## src/rtl/pipe_pkg.sv

```systemverilog
// Shared pipeline definitions: control-bundle bit positions, ALUOp codes and width defaults.
package pipe_pkg;

    localparam int unsigned XLEN_DEF = 32;
    localparam int unsigned RAW_DEF  = 5;

    // ctrl bundle layout: {RegWrite,MemtoReg,MemRead,MemWrite,ALUSrc,ALUOp[1:0],0}
    localparam int unsigned CTRL_REGWRITE = 7;
    localparam int unsigned CTRL_MEMTOREG = 6;
    localparam int unsigned CTRL_MEMREAD  = 5;
    localparam int unsigned CTRL_MEMWRITE = 4;
    localparam int unsigned CTRL_ALUSRC   = 3;
    localparam int unsigned CTRL_ALUOP_HI = 2;
    localparam int unsigned CTRL_ALUOP_LO = 1;

    localparam logic [7:0] CTRL_NOP = 8'h00;

    typedef enum logic [1:0] {
        ALUOP_ADD    = 2'b00,
        ALUOP_BRANCH = 2'b01,
        ALUOP_FUNCT  = 2'b10,
        ALUOP_IMM    = 2'b11
    } aluop_e;

    typedef enum logic [1:0] {
        LOAD_HOLD,
        LOAD_BUBBLE,
        LOAD_NORMAL
    } load_sel_e;

endpackage

```

## src/rtl/load_use_detect.sv

```systemverilog
// Load-use comparator: flags an EX-stage load whose destination is read by the ID instruction.
module load_use_detect #(
    parameter int unsigned RAW = 5
) (
    input  logic           mem_read_i,
    input  logic           valid_i,
    input  logic [RAW-1:0] rd_i,
    input  logic [RAW-1:0] rs1_i,
    input  logic [RAW-1:0] rs2_i,
    output logic           hazard_o
);

    always_comb begin
        hazard_o = mem_read_i && valid_i && (rd_i != '0) &&
                   ((rd_i == rs1_i) || (rd_i == rs2_i));
    end

endmodule

```

## src/rtl/id_ex_stage.sv

```systemverilog
// ID/EX pipeline register with stall, flush and bubble insertion.
// Optional load-use hazard detection enabled by ID_EX_LOAD_USE_DETECT_EN.
module id_ex_stage
    import pipe_pkg::*;
#(
    parameter int unsigned XLEN = XLEN_DEF,
    parameter int unsigned RAW  = RAW_DEF
) (
    input  logic            clk_i,
    input  logic            rst_i,
    input  logic            stall_i,
    input  logic            flush_i,
    input  logic            valid_i,
    input  logic [XLEN-1:0] RS1data_i,
    input  logic [XLEN-1:0] RS2data_i,
    input  logic [XLEN-1:0] imm_i,
    input  logic [9:0]      funct_i,
    input  logic [RAW-1:0]  Rs1_i,
    input  logic [RAW-1:0]  Rs2_i,
    input  logic [RAW-1:0]  Rd_i,
    input  logic [7:0]      ctrl_i,
    output logic            valid_o,
    output logic [XLEN-1:0] RS1data_o,
    output logic [XLEN-1:0] RS2data_o,
    output logic [XLEN-1:0] imm_o,
    output logic [9:0]      funct_o,
    output logic [RAW-1:0]  Rs1_o,
    output logic [RAW-1:0]  Rs2_o,
    output logic [RAW-1:0]  Rd_o,
    output logic [7:0]      ctrl_o,
    output logic            hazard_o
);

    logic            valid_q,  valid_d;
    logic [XLEN-1:0] rs1data_q, rs1data_d;
    logic [XLEN-1:0] rs2data_q, rs2data_d;
    logic [XLEN-1:0] imm_q,    imm_d;
    logic [9:0]      funct_q,  funct_d;
    logic [RAW-1:0]  rs1_q,    rs1_d;
    logic [RAW-1:0]  rs2_q,    rs2_d;
    logic [RAW-1:0]  rd_q,     rd_d;
    logic [7:0]      ctrl_q,   ctrl_d;
    logic            hazard;
    load_sel_e       load_sel;

`ifdef ID_EX_LOAD_USE_DETECT_EN
    load_use_detect #(
        .RAW(RAW)
    ) u_load_use_detect (
        .mem_read_i(ctrl_q[CTRL_MEMREAD]),
        .valid_i   (valid_q),
        .rd_i      (rd_q),
        .rs1_i     (Rs1_i),
        .rs2_i     (Rs2_i),
        .hazard_o  (hazard)
    );
`else
    assign hazard = 1'b0;
`endif

    always_comb begin
        if (stall_i) begin
            load_sel = LOAD_HOLD;
        end else if (flush_i || hazard || !valid_i) begin
            load_sel = LOAD_BUBBLE;
        end else begin
            load_sel = LOAD_NORMAL;
        end
    end

    always_comb begin
        valid_d   = valid_q;
        rs1data_d = rs1data_q;
        rs2data_d = rs2data_q;
        imm_d     = imm_q;
        funct_d   = funct_q;
        rs1_d     = rs1_q;
        rs2_d     = rs2_q;
        rd_d      = rd_q;
        ctrl_d    = ctrl_q;
        case (load_sel)
            LOAD_BUBBLE: begin
                valid_d   = 1'b0;
                rs1data_d = '0;
                rs2data_d = '0;
                imm_d     = '0;
                funct_d   = '0;
                rs1_d     = '0;
                rs2_d     = '0;
                rd_d      = '0;
                ctrl_d    = CTRL_NOP;
            end
            LOAD_NORMAL: begin
                valid_d   = 1'b1;
                rs1data_d = RS1data_i;
                rs2data_d = RS2data_i;
                imm_d     = imm_i;
                funct_d   = funct_i;
                rs1_d     = Rs1_i;
                rs2_d     = Rs2_i;
                rd_d      = Rd_i;
                ctrl_d    = ctrl_i;
                // x0 is never a real destination, so it must not look like a forwardable write
                ctrl_d[CTRL_REGWRITE] = ctrl_i[CTRL_REGWRITE] && (Rd_i != '0);
            end
            default: ;
        endcase
    end

    always_ff @(posedge clk_i) begin
        if (!rst_i) begin
            valid_q   <= 1'b0;
            rs1data_q <= '0;
            rs2data_q <= '0;
            imm_q     <= '0;
            funct_q   <= '0;
            rs1_q     <= '0;
            rs2_q     <= '0;
            rd_q      <= '0;
            ctrl_q    <= CTRL_NOP;
        end else begin
            valid_q   <= valid_d;
            rs1data_q <= rs1data_d;
            rs2data_q <= rs2data_d;
            imm_q     <= imm_d;
            funct_q   <= funct_d;
            rs1_q     <= rs1_d;
            rs2_q     <= rs2_d;
            rd_q      <= rd_d;
            ctrl_q    <= ctrl_d;
        end
    end

    assign valid_o   = valid_q;
    assign RS1data_o = rs1data_q;
    assign RS2data_o = rs2data_q;
    assign imm_o     = imm_q;
    assign funct_o   = funct_q;
    assign Rs1_o     = rs1_q;
    assign Rs2_o     = rs2_q;
    assign Rd_o      = rd_q;
    assign ctrl_o    = ctrl_q;
    assign hazard_o  = hazard;

endmodule

```

## config.mk

```make
export PLATFORM = sky130hd
export DESIGN_NAME = id_ex_stage
export DESIGN_NICKNAME = d
export VERILOG_FILES = /design/src/rtl/pipe_pkg.sv /design/src/rtl/load_use_detect.sv /design/src/rtl/id_ex_stage.sv
export SDC_FILE = /design/constraint.sdc
export NUM_CORES = 1
export LEC_CHECK = 0
export ABC_AREA = 1
export CAP_MARGIN = 10
export CELL_PAD_IN_SITES_DETAIL_PLACEMENT = 1
export CELL_PAD_IN_SITES_GLOBAL_PLACEMENT = 1
export CORE_UTILIZATION = 27
export DETAILED_ROUTE_END_ITERATION = 10
export PLACE_DENSITY_LB_ADDON = 0.1
export SLEW_MARGIN = 10
export SYNTH_ARGS = -nofsm -noshare
export SYNTH_HDL_FRONTEND = slang
export SYNTH_HIERARCHICAL = 1
export SYNTH_SLANG_ARGS = --single-unit
```

## constraint.sdc

```tcl
create_clock -name clk_i -period 1.3 [get_ports clk_i]
set_input_delay 0.26 -clock clk_i [delete_from_list [all_inputs] [get_ports clk_i]]
set_output_delay 0.26 -clock clk_i [all_outputs]
set_load 0.005 [all_outputs]
```

After elaboration in Yosys (flattened, before gate mapping)
Index checks and enable logic that the tools add are counted.

word-level totals
  flip-flop bits (word level) = 130
  input port bits = 134
  output and inout port bits = 131
  word-level logic and storage cells = 27

operators by class
  equality and inequality tests = 2
  mux-type cells = 11
  reduce and logical (&&, ||, !) cells = 5

operators with widths
  operator            number
  $pmux 32 s2         3
  $pmux 5 s2          3
  $pmux 10 s2         1
  $pmux 8 s2          1
  $reduce_bool 5->1   1
  $mux 2              2
  $eq 2x1->1 const B  1
  $eq 2x2->1 const B  1
  $pmux 1 s2          1
  $reduce_bool 2->1   1
  $logic_and 1x1->1   1
  $logic_not 1->1     1
  $logic_or 1x1->1    1

Depth between registers and ports, before layout
  word-level depth = 6
  mapped depth = 8
  depth with buffers taken out = 5

Worst setup path before layout
Ideal clock, no wire load.

  kind = input to register
  from = input port rst_i
  to = register rs2data_q[15] (netlist: RS2data_o[15])
  setup time = 0.143 ns
  arrival time = 0.975 ns
  data required time = 1.157 ns
  path slack = 0.181 ns
  cell stages on the path = 4
  buffers on the path = 2
  path through = inv_1 -> buf_2 -> buf_1 -> a21oi_2

RTL lines
  element               RTL line            text
  from (decl)           id_ex_stage.sv:10   input logic rst_i,
  to (signal assigned)  id_ex_stage.sv:124  rs2data_q <= rs2data_d;
  to (decl)             id_ex_stage.sv:36   logic [XLEN-1:0] rs2data_q, rs2data_d;

No word-level cell between the ends.

Worst setup path in the final report
  from = register rd_q[2] (netlist: Rd_o[2])
  to = output port Rd_o[2]

RTL lines
  element                 RTL line            text
  from (decl)             id_ex_stage.sv:41   logic [RAW-1:0] rd_q, rd_d;
  from (signal assigned)  id_ex_stage.sv:129  rd_q <= rd_d;
  to (decl)               id_ex_stage.sv:29   output logic [RAW-1:0] Rd_o,

No word-level cell between the ends.

==> flow_summary.json <==
{
  "grt_overflow": 0,
  "ys_seq_area_share_pct": 54.1,
  "vias_per_cell": 4.41,
  "cts_buffers": 17,
  "skew_ns": 0,
  "grt_max_degree": 61,
  "path_clk_slew_ns": 0.05,
  "drt_iter0_markers": 150,
  "max-cap-violations": 0,
  "synth_area_leaders": "dfxtp_1 (54%), nand2_1 (18%), a21oi_1 (10%)",
  "pwr-share-clk_pct": 46.4,
  "vias": 4695,
  "core_sq_um": 17400,
  "ctsHoldBuffers": 0,
  "ys_types": 20,
  "peakVddDrop_mv": 0.851,
  "drive_gt1_share_pct": 15.2,
  "synth_edf_count": 0,
  "crit_fanout": 2,
  "clock_latency_ns": 0.41,
  "period_share_pct": 97.0,
  "cp-start-kind": "register",
  "yosys_warnings": 6,
  "ant_nets": 0,
  "fmax_mhz": 793,
  "cts-root-buf": "clkbuf_16",
  "area_growth_pct": 66.6,
  "slowest_stage": "dfxtp_1",
  "io-pin-count": 265,
  "h-tree-depth": 4,
  "ys.flop_type": "dfxtp_1",
  "cpPeakStageDelay_ns": 0.32,
  "num_rows": 48,
  "routed_wl_microns": 16200,
  "grt-busiest-layer": "met2",
  "critPathBufInv": 1,
  "use_met1_pct": 19.0,
  "async_flop_share_pct": 0,
  "synthTopCellsByCount": "nand2_1 (229), dfxtp_1 (130), a21oi_1 (100)",
  "fp.dieArea_sq_um": 18400,
  "endpoint_kind": "primary output",
  "hp-class": "input port to register",
  "p_sw_share_pct": 22.8,
  "cts_tree": "built",
  "rsz0062_at_grt": "no",
  "track_usage_pct": 17.7,
  "synth.most_common_cell": "nand2_1",
  "p_per_area_nw_per_um2": 1190,
  "synth_top_area_cell": "dfxtp_1",
  "outcome": "completed",
  "dr.pass1.iters": 4,
  "insertedDiodeCount": 0,
  "synth-seq-cells": 130,
  "dp_hpwl_microns": 11900,
  "drt-wirelength-per-cell_microns": 15.2,
  "die_y_microns": 135,
  "design_area_sq_um": 8010,
  "place_area_sq_um": 7610,
  "initial_core_util_pct": 27.7,
  "synth_top_area_share_pct": 54.1,
  "post-cts-setup-buffer-count": 0,
  "post_synth.cell_area_avg_sq_um": 8.38,
  "min_period_ns": 1.26,
  "power.leakage_uw": 0.00323,
  "fillerInstances": 2030,
  "grt_pass1_vias": 4786,
  "drc": 0,
  "critPathRequiredTime_ns": 1.04,
  "antenna_found_initial": 0,
  "cts_num_sinks": 130,
  "use_met2_pct": 31.0,
  "p_sw_uw": 2180,
  "crit_chain": "dlygate4sd2_1",
  "nets": 962,
  "seqPwrFrac_pct": 43.3,
  "syn_inst": 574,
  "place.gp.congestion": 0.743,
  "io_buffers": 263,
  "combinationalPowerShare_pct": 10.3,
  "rrSetupSlack_ns": 0.67,
  "syn_nets": 708,
  "grt_pass1_wl_microns": 24700,
  "die_w_microns": 135,
  "setup_viol": 0,
  "cp_top_family": "flip-flops",
  "arrival_ns": 1.00,
  "grtUsageMet3_pct": 6.92,
  "syn_area_sq_um": 4810,
  "clockBufferDepth": 2,
  "p_int_uw": 7360,
  "slew_violations": 0,
  "finalHoldViolCount": 0,
  "critPathKind": "register to primary output",
  "holdWs_ns": 0.295
}
==> per-layer routing <==
metal | share of wire (%) | vias up
met5 | 0 | -
met4 | 1.7 | 0
met3 | 8.3 | 17
met2 | 50 | 146
met1 | 40 | 2194
li1 | - | 2338
==> per-stage QoR <==
step | cells | TNS (ns) | util [%] | power, uW | setup WS, ns
2_1_floorplan | 574 | 0 | - | 4560 | 0.181
3_3_place_gp | 1034 | -20.88 | 43.9 | 5250 | -0.223
3_5_place_dp | 1034 | -27.33 | 43.9 | 5270 | -0.271
4_1_cts | 1065 | 0 | 46.1 | 9700 | 0.000109
5_1_grt | 1065 | 0 | 46.2 | 9950 | 0.0000149
6_report | 1065 | 0 | 46.2 | 9530 | 0.0396
==> worst paths after layout <==
path / from / endpoint / cells past startpoint
worst min-delay path: stall_i / valid_o / 5
worst max-delay path: Rd_o[2] / Rd_o[2] / 1
worst min register to register: RS2data_o[5] / RS2data_o[5] / 2
worst max register to register: RS1data_o[26] / RS1data_o[26] / 2
==> logic make-up after synthesis <==
logic type	after synthesis	share of synthesized area, %
AO/OA/AOI/OAI	130	15.9
buffers and inverters	49	7.57
flip-flops	130	54.1
other	1	0.0780
AND/OR/NAND/NOR	264	22.4
==> power by group through the flow <==
stage,logic (uW),registers [uW],clock network (uW)
6_report,980,4130,4420
4_1_cts,995,4130,4580
3_3_place_gp,1030,4210,0
5_1_grt,1060,4140,4750
2_1_floorplan,337,4220,0
3_5_place_dp,1050,4220,0
==> registers in the layout (all words and copies together), names as in the netlist <==
| name | flops |
|---|---|
| Rs2_o | 5 |
| Rs1_o | 5 |
| funct_o | 10 |
| RS1data_o | 32 |
| RS2data_o | 32 |
| valid_o | 1 |
| imm_o | 32 |
| Rd_o | 5 |
| ctrl_o | 8 |
==> final cells by class <==
| cell class | instances | area (sq um) | area share (%) |
|---|---|---|---|
| clock buffer | 21 | 460 | 5.75 |
| clock inverter | 10 | 86.3 | 1.08 |
| tap | 225 | 282 | 3.51 |
| multi-input combinational | 395 | 1840 | 23.0 |
| inverter | 5 | 23.8 | 0.297 |
| sequential | 130 | 2610 | 32.6 |
| timing repair buffer | 279 | 2710 | 33.8 |
==> layout by cell type, fill, tap and decap left out <==
master	n
dfxtp_1	122
nand2_1	229
nand3_2	1
nor2_1	3
nand2_2	30
clkdlybuf4s15_1	35
clkbuf_8	2
clkinvlp_4	3
buf_4	8
nand3b_1	1
inv_4	2
clkbuf_1	2
clkbuf_2	10
bufinv_16	1
clkinv_2	5
clkdlybuf4s50_1	132
buf_12	9
dfxtp_2	8
conb_1	1
inv_1	2
dlygate4sd2_1	85
clkbuf_16	17
inv_2	1
a21oi_2	30
a21oi_1	100
clkinv_4	1
==> what timing repair did <==
action | 4_1_cts | 5_1_grt
endpoints found under the setup margin | 130 | 47
pin swaps | 0 | 0
endpoints found under the hold margin | 0 | 0
resized for setup | 138 | 55
(Power assumes the default switching activity.)
